### src/rtl/spi_ram_master.sv
// Host-side SPI sequencer for the single-port-RAM slave wrapper: turns byte
// read/write requests into address/data frames on SS_n/MOSI and captures read bytes from MISO.
module spi_ram_master #(
  parameter int GAP_CYC    = 2,
  parameter int RD_LAT     = 2,
  parameter int ADDR_CACHE = 0
) (
  input  logic       clk,
  input  logic       rst_n,
  input  logic       req_valid,
  output logic       req_ready,
  input  logic       req_wr,
  input  logic [7:0] req_addr,
  input  logic [7:0] req_wdata,
  output logic       rsp_valid,
  output logic [7:0] rsp_rdata,
  output logic       busy,
  output logic       SS_n,
  output logic       MOSI,
  input  logic       MISO
);

  localparam int CMAX = (RD_LAT > GAP_CYC) ? RD_LAT : GAP_CYC;
  localparam int CW   = $clog2(CMAX + 12);

  localparam logic [CW-1:0] LAST_BIT  = CW'(10);
  localparam logic [CW-1:0] LAST_CAP  = CW'(7);
  localparam logic [CW-1:0] LAST_WAIT = CW'(RD_LAT - 1);
  localparam logic [CW-1:0] LAST_GAP  = CW'(GAP_CYC - 1);

  typedef enum logic [2:0] {
    S_IDLE,
    S_LEAD,
    S_SHIFT,
    S_RD_WAIT,
    S_CAPTURE,
    S_GAP
  } state_t;

  state_t        state;
  logic [CW-1:0] cnt;
  logic [10:0]   sh;
  logic [6:0]    cap;
  logic          op_wr;
  logic [7:0]    op_addr;
  logic [7:0]    op_wdata;
  logic          second;
  logic          addr_frame;
  logic          rd_frame;
  logic          wc_valid;
  logic [7:0]    wc_addr;
  logic          rc_valid;
  logic [7:0]    rc_addr;
  logic          hit;

  // {rw, type[1:0], payload}: writes use type 0x, reads 1x; the low type bit selects data.
  function automatic logic [10:0] build_frame(input logic wr, input logic data,
                                              input logic [7:0] addr, input logic [7:0] wdata);
    if (wr)
      return {1'b0, 1'b0, data, data ? wdata : addr};
    else
      return {1'b1, 1'b1, data, data ? 8'h00 : addr};
  endfunction

  always_comb begin
    hit = 1'b0;
    if (ADDR_CACHE != 0)
      hit = req_wr ? (wc_valid && (wc_addr == req_addr))
                   : (rc_valid && (rc_addr == req_addr));
  end

  assign busy = ~req_ready;

  always_ff @(posedge clk or negedge rst_n) begin
    if (!rst_n) begin
      state      <= S_IDLE;
      cnt        <= '0;
      sh         <= '0;
      cap        <= '0;
      op_wr      <= 1'b0;
      op_addr    <= '0;
      op_wdata   <= '0;
      second     <= 1'b0;
      addr_frame <= 1'b0;
      rd_frame   <= 1'b0;
      wc_valid   <= 1'b0;
      wc_addr    <= '0;
      rc_valid   <= 1'b0;
      rc_addr    <= '0;
      req_ready  <= 1'b1;
      rsp_valid  <= 1'b0;
      rsp_rdata  <= '0;
      SS_n       <= 1'b1;
      MOSI       <= 1'b0;
    end else begin
      rsp_valid <= 1'b0;
      case (state)
        S_IDLE: begin
          if (req_valid && req_ready) begin
            op_wr      <= req_wr;
            op_addr    <= req_addr;
            op_wdata   <= req_wdata;
            req_ready  <= 1'b0;
            SS_n       <= 1'b0;
            MOSI       <= 1'b0;
            sh         <= build_frame(req_wr, hit, req_addr, req_wdata);
            second     <= ~hit;
            addr_frame <= ~hit;
            rd_frame   <= hit & ~req_wr;
            state      <= S_LEAD;
          end
        end
        S_LEAD: begin
          MOSI  <= sh[10];
          sh    <= {sh[9:0], 1'b0};
          cnt   <= '0;
          state <= S_SHIFT;
        end
        S_SHIFT: begin
          if (cnt == LAST_BIT) begin
            MOSI <= 1'b0;
            cnt  <= '0;
            if (addr_frame) begin
              if (op_wr) begin
                wc_valid <= 1'b1;
                wc_addr  <= op_addr;
              end else begin
                rc_valid <= 1'b1;
                rc_addr  <= op_addr;
              end
            end
            if (rd_frame) begin
              state <= (RD_LAT == 0) ? S_CAPTURE : S_RD_WAIT;
            end else begin
              SS_n  <= 1'b1;
              state <= S_GAP;
            end
          end else begin
            MOSI <= sh[10];
            sh   <= {sh[9:0], 1'b0};
            cnt  <= cnt + 1'b1;
          end
        end
        S_RD_WAIT: begin
          if (cnt == LAST_WAIT) begin
            cnt   <= '0;
            state <= S_CAPTURE;
          end else begin
            cnt <= cnt + 1'b1;
          end
        end
        S_CAPTURE: begin
          cap <= {cap[5:0], MISO};
          if (cnt == LAST_CAP) begin
            rsp_rdata <= {cap, MISO};
            rsp_valid <= 1'b1;
            SS_n      <= 1'b1;
            cnt       <= '0;
            state     <= S_GAP;
          end else begin
            cnt <= cnt + 1'b1;
          end
        end
        S_GAP: begin
          if (cnt == LAST_GAP) begin
            cnt <= '0;
            if (second) begin
              second     <= 1'b0;
              addr_frame <= 1'b0;
              rd_frame   <= ~op_wr;
              sh         <= build_frame(op_wr, 1'b1, op_addr, op_wdata);
              SS_n       <= 1'b0;
              state      <= S_LEAD;
            end else begin
              req_ready <= 1'b1;
              state     <= S_IDLE;
            end
          end else begin
            cnt <= cnt + 1'b1;
          end
        end
        default: state <= S_IDLE;
      endcase
    end
  end

endmodule

### config.mk
export PLATFORM = sky130hd
export DESIGN_NAME = spi_ram_master
export DESIGN_NICKNAME = d
export VERILOG_FILES = /design/src/rtl/spi_ram_master.sv
export SDC_FILE = /design/constraint.sdc
export NUM_CORES = 1
export LEC_CHECK = 0
export ABC_AREA = 0
export CORE_MARGIN = 2
export CORE_UTILIZATION = 45
export CTS_BUF_LIST = sky130_fd_sc_hd__clkbuf_16
export DETAILED_ROUTE_END_ITERATION = 8
export HOLD_SLACK_MARGIN = 0.05
export PLACE_DENSITY = 0.67
export SYNTH_ARGS = -nofsm -noshare
export SYNTH_HDL_FRONTEND = slang
export SYNTH_SLANG_ARGS = --single-unit
### constraint.sdc
create_clock -name clk -period 2.7 [get_ports clk]
set_clock_uncertainty 0.2 [all_clocks]
set_input_delay 0.54 -clock clk [delete_from_list [all_inputs] [get_ports clk]]
set_output_delay 0.54 -clock clk [all_outputs]
set_load 0.005 [all_outputs]
==> impl_table.tex <==
\begin{tabular}{lr}
\hline
Metric & Value \\
\hline
\multicolumn{2}{l}{\textbf{Run status}} \\
\quad Result of the run & completed \\
\multicolumn{2}{l}{\textbf{Global route}} \\
\quad Initial antenna violation count & 0 \\
\quad Met2 demand-to-capacity share in global routing & 29.4\% \\
\quad All-Layer GR Usage & about a fifth \\
\quad GRT overflow & 0 \\
\quad First-pass GRT wire length & 9350 µm \\
\quad GR met3 Demand/Resource & 3.85\% \\
\quad Largest net degree at the start of global routing & 35 \\
\quad Via count of the first global-routing pass & 1850 \\
\quad Most Crowded Layer GR & met2 \\
\quad Met1 GRT Util & between 20\% and 30\% \\
\multicolumn{2}{l}{\textbf{Worst setup path}} \\
\quad Critical path launch point type & register \\
\quad Count of cells along the worst register-to-register path & 7 \\
\quad WP buf/inv & 2 \\
\quad Critical path arrival & 2.19 ns \\
\quad Critical Setup Path Class & register to register \\
\quad Critical path launch point & cnt[0] \\
\quad WP data required & 2.67 ns \\
\quad Endpoint kind of the worst setup timing path & register \\
\quad Worst-case register-to-register setup slack & 0.48 ns \\
\quad Maximum fanout count along the critical path & 11 \\
\quad Maximum single-stage delay on the critical path & 0.44 ns \\
\quad CP top delay family & flip-flops \\
\quad Total number of cells along the worst setup path & 7 \\
\quad Critical-path cell list & inv\_1, ha\_1, and3b\_1, nor3\_1, a211oi\_1, buf\_4, mux2\_2 \\
\quad Crit path max-delay cell type & sky130\_fd\_sc\_hd\_\_dfrtp\_1 \\
\quad Reg2Reg Launch Point & cnt[0] \\
\multicolumn{2}{l}{\textbf{Floorplanning}} \\
\quad Die Area & 6350 µm² \\
\quad Starting density of the core & 46.8\% \\
\quad Placement row count & 27 \\
\quad Die extent in y & around 80 µm \\
\quad Width of the chip & 79.7 µm \\
\quad I/O pin total & 34 \\
\quad Placeable core area & 5510 µm² \\
\multicolumn{2}{l}{\textbf{Timing}} \\
\quad Final hold vios & 0 \\
\quad Tightest Pin Transition & 0.680 ns \\
\quad Final setup violation count & 0 \\
\quad Number of max-slew violations in the final report & 0 \\
\quad Final Cycle Share & 82.3\% \\
\quad Highest clock rate & 450 MHz \\
\quad Slew Limit Headroom & 54.5\% \\
\quad Post-layout minimum cycle time & approximately 2.2 ns \\
\quad Setup repair after global routing missed its margin & false \\
\quad Setup TNS & 0 ns \\
\multicolumn{2}{l}{\textbf{Clocking}} \\
\quad Number of H-tree levels & 2 \\
\quad Number of buffers inserted by post-CTS setup repair & 0 \\
\quad Clock Pin Slew Worst Setup and Hold Paths & 0.06 ns \\
\quad Count of clock tree sinks & 48 \\
\quad Skew-Pair Late Insertion Delay & 0.28 ns \\
\quad Clock tree from TritonCTS & built \\
\quad Deepest clock path buffer count & 2 \\
\quad Number of buffers inserted during clock tree synthesis & 5 \\
\quad CTS root buffer & sky130\_fd\_sc\_hd\_\_clkbuf\_16 \\
\quad Number of hold-repair buffers added at the cts stage & 0 \\
\quad Cells resized by post-CTS repair & 0 \\
\multicolumn{2}{l}{\textbf{Yosys}} \\
\quad Post-synth top flop & sky130\_fd\_sc\_hd\_\_dfrtp\_1 \\
\quad FFs w/ async S/R, synth & 100\% \\
\quad EDFF count, synth & 0 \\
\quad Largest cells by area after synthesis & sky130\_fd\_sc\_hd\_\_dfrtp\_1, sky130\_fd\_sc\_hd\_\_mux2\_2, sky130\_fd\_sc\_hd\_\_o211ai\_1, sky130\_fd\_sc\_hd\_\_a21oi\_1, sky130\_fd\_sc\_hd\_\_or3\_1 \\
\quad Most area-hungry cell type in the Yosys netlist & sky130\_fd\_sc\_hd\_\_dfrtp\_1 \\
\quad Flip-flop and latch count after synthesis & 48 \\
\quad Leading cell type by number of instances after synthesis & sky130\_fd\_sc\_hd\_\_dfrtp\_1 \\
\quad Sequential-to-total area share from yosys stat & 46.7\% \\
\quad Cell area after synthesis & 2580 µm² \\
\quad Number of instances in the synthesized netlist & 238 \\
\quad Most used standard cells in the synthesized netlist & sky130\_fd\_sc\_hd\_\_dfrtp\_1, sky130\_fd\_sc\_hd\_\_mux2\_2, sky130\_fd\_sc\_hd\_\_o211ai\_1 \\
\quad Area share of the largest cell type after synthesis & 44.7\% \\
\quad Syn nets & between 200 and 300 \\
\quad Yosys cell types & 48 \\
\quad YS warnings & 0 \\
\quad Post-synthesis average cell area & 10.8 µm² \\
\multicolumn{2}{l}{\textbf{Finish}} \\
\quad Register area & around 1200 µm² \\
\quad Multi-input combinational cell area & 1240 µm² \\
\quad Number of inserted filler cells in the final layout & 467 \\
\quad Ant. Diodes & 0 \\
\quad Area overhead of the layout relative to synthesis & 21.5\% \\
\quad Post-route standard cell area excluding fillers & approximately 3100 µm² \\
\quad Number of nets at the end of the flow & 292 \\
\quad Layout cell share with drive strength beyond 1 & 21.6\% \\
\multicolumn{2}{l}{\textbf{Power and ir drop}} \\
\quad Final Power & 1470 µW \\
\quad Total power per unit cell area & 471 nW/µm² \\
\quad Peak supply drop & 0.269 mV \\
\quad Leakage component of the power & between 0.001 and 0.0015 µW \\
\multicolumn{2}{l}{\textbf{Place}} \\
\quad RePlAce Congestion & between 0.8 and 0.9 \\
\quad Final HPWL from detailed placement & around 3700 µm \\
\quad Count of buffers from port buffering & 33 \\
\quad Placed cell areas & 2960 µm² \\
\multicolumn{2}{l}{\textbf{Job}} \\
\quad Max-cap viol count & 0 \\
\multicolumn{2}{l}{\textbf{Hold path}} \\
\quad Worst hold-check path type & input port to asynchronous set/reset pin \\
\multicolumn{2}{l}{\textbf{Route}} \\
\quad Routed vias & 1948 \\
\quad Drt total wl & 5430 µm \\
\quad Via/cell ratio & 5.71 \\
\quad Residual DRC count & 0 \\
\quad Number of violations reported at the end of detailed-routing iteration 0 & 144 \\
\quad Average wire per standard cell & approximately 16 µm \\
\quad Routed Antenna Nets & 0 \\
\quad Count of TritonRoute iterations in the first routing pass & 5 \\
\hline
\end{tabular}
==> cells in the final DEF, fill, tap and decap left out, types with 3 or more instances in the layout <==
cell type and count:
sky130_fd_sc_hd__a21oi_1 14, sky130_fd_sc_hd__o21ai_0 6, sky130_fd_sc_hd__mux2_2 34, sky130_fd_sc_hd__clkdlybuf4s50_1 32
sky130_fd_sc_hd__nand2_1 14, sky130_fd_sc_hd__a22oi_1 7, sky130_fd_sc_hd__clkbuf_16 5, sky130_fd_sc_hd__mux2i_1 3
sky130_fd_sc_hd__buf_4 9, sky130_fd_sc_hd__ha_1 3, sky130_fd_sc_hd__o211ai_1 16, sky130_fd_sc_hd__dfrtp_1 46
sky130_fd_sc_hd__and3b_1 3, sky130_fd_sc_hd__nor2_1 10, sky130_fd_sc_hd__inv_1 9, sky130_fd_sc_hd__nor3_1 5
sky130_fd_sc_hd__or3_1 10
==> where the power goes <==
group	switching (µW)	leakage, µW	internal (µW)	total, µW
sequential	0.467	0.000651	720	720
combinational	24.4	0.000701	34.1	58.5
clock	260	0.0000814	435	695
==> worst register-to-register path, cell delays in order, from the launching register on <==
cell	delay [ns]
sky130_fd_sc_hd__dfrtp_1	0.44
sky130_fd_sc_hd__inv_1	0.08
sky130_fd_sc_hd__ha_1	0.15
sky130_fd_sc_hd__and3b_1	0.31
sky130_fd_sc_hd__nor3_1	0.12
sky130_fd_sc_hd__a211oi_1	0.20
sky130_fd_sc_hd__buf_4	0.24
sky130_fd_sc_hd__mux2_2	0.35
==> layer usage <==
layer,share of wire (%),routed length (µm),vias to the layer above
li1,-,-,941
met5,0,0,-
met4,1.3,70,0
met3,2.8,154,5
met2,49,2660,37
met1,47,2540,965
==> final cells by class <==
cell class,count,area share [%]
Sequential cell,48,38.4
Inverter,9,1.08
Timing Repair Buffer,42,12.5
Clock inverter,3,1.36
Clock buffer,5,4.00
Multi-Input combinational cell,162,39.7
Tap cell,72,2.88
==> sequential cells by signal, indices dropped and copies added, names as in the netlist <==
name and flops:
rsp_valid 1, cnt 4, cap 7, MOSI 1
sh 11, op_wr 1, rd_frame 1, rsp_rdata 8
SS_n 1, op_wdata 8, state 3, second 1
req_ready 1
==> worst paths after layout <==
kind	end
setup / recovery	sh[9]
hold / removal	cnt[3]
setup reg to reg	sh[9]
hold reg to reg	SS_n
max in group asynchronous	cap[0]
min in group clk	SS_n
==> logic make-up (layout without fill, tap and decap cells) <==
kind of cell / Yosys count / count (layout) / share of synthesized area (%)
AOI/OAI and AO/OA: 62 / 62 / 17.5
and+or+nand+nor: 59 / 59 / 12.9
DFF: 48 / 48 / 46.7
muxes: 37 / 37 / 16.0
buffers and inverters: 28 / 59 / 5.05
adders and majority gates: 3 / 3 / 1.46
xor gates and xnor gates: 1 / 1 / 0.340
==> through the flow <==
| stage | util (%) | hold WS (ns) | cells | worst slack (ns) |
|---|---|---|---|---|
| final | 56.9 | 0.0745 | 341 | 0.478 |
| after global routing | 56.9 | 0.131 | 341 | 0.313 |
| after CTS | 56.9 | 0.109 | 341 | 0.468 |
| after detailed placement | 53.8 | 0.262 | 333 | 0.387 |
| after global placement | 53.8 | 0.256 | 333 | 0.409 |
| after floorplan | - | 0.0444 | 238 | 0.635 |
Power figures use the tool's default switching activity.
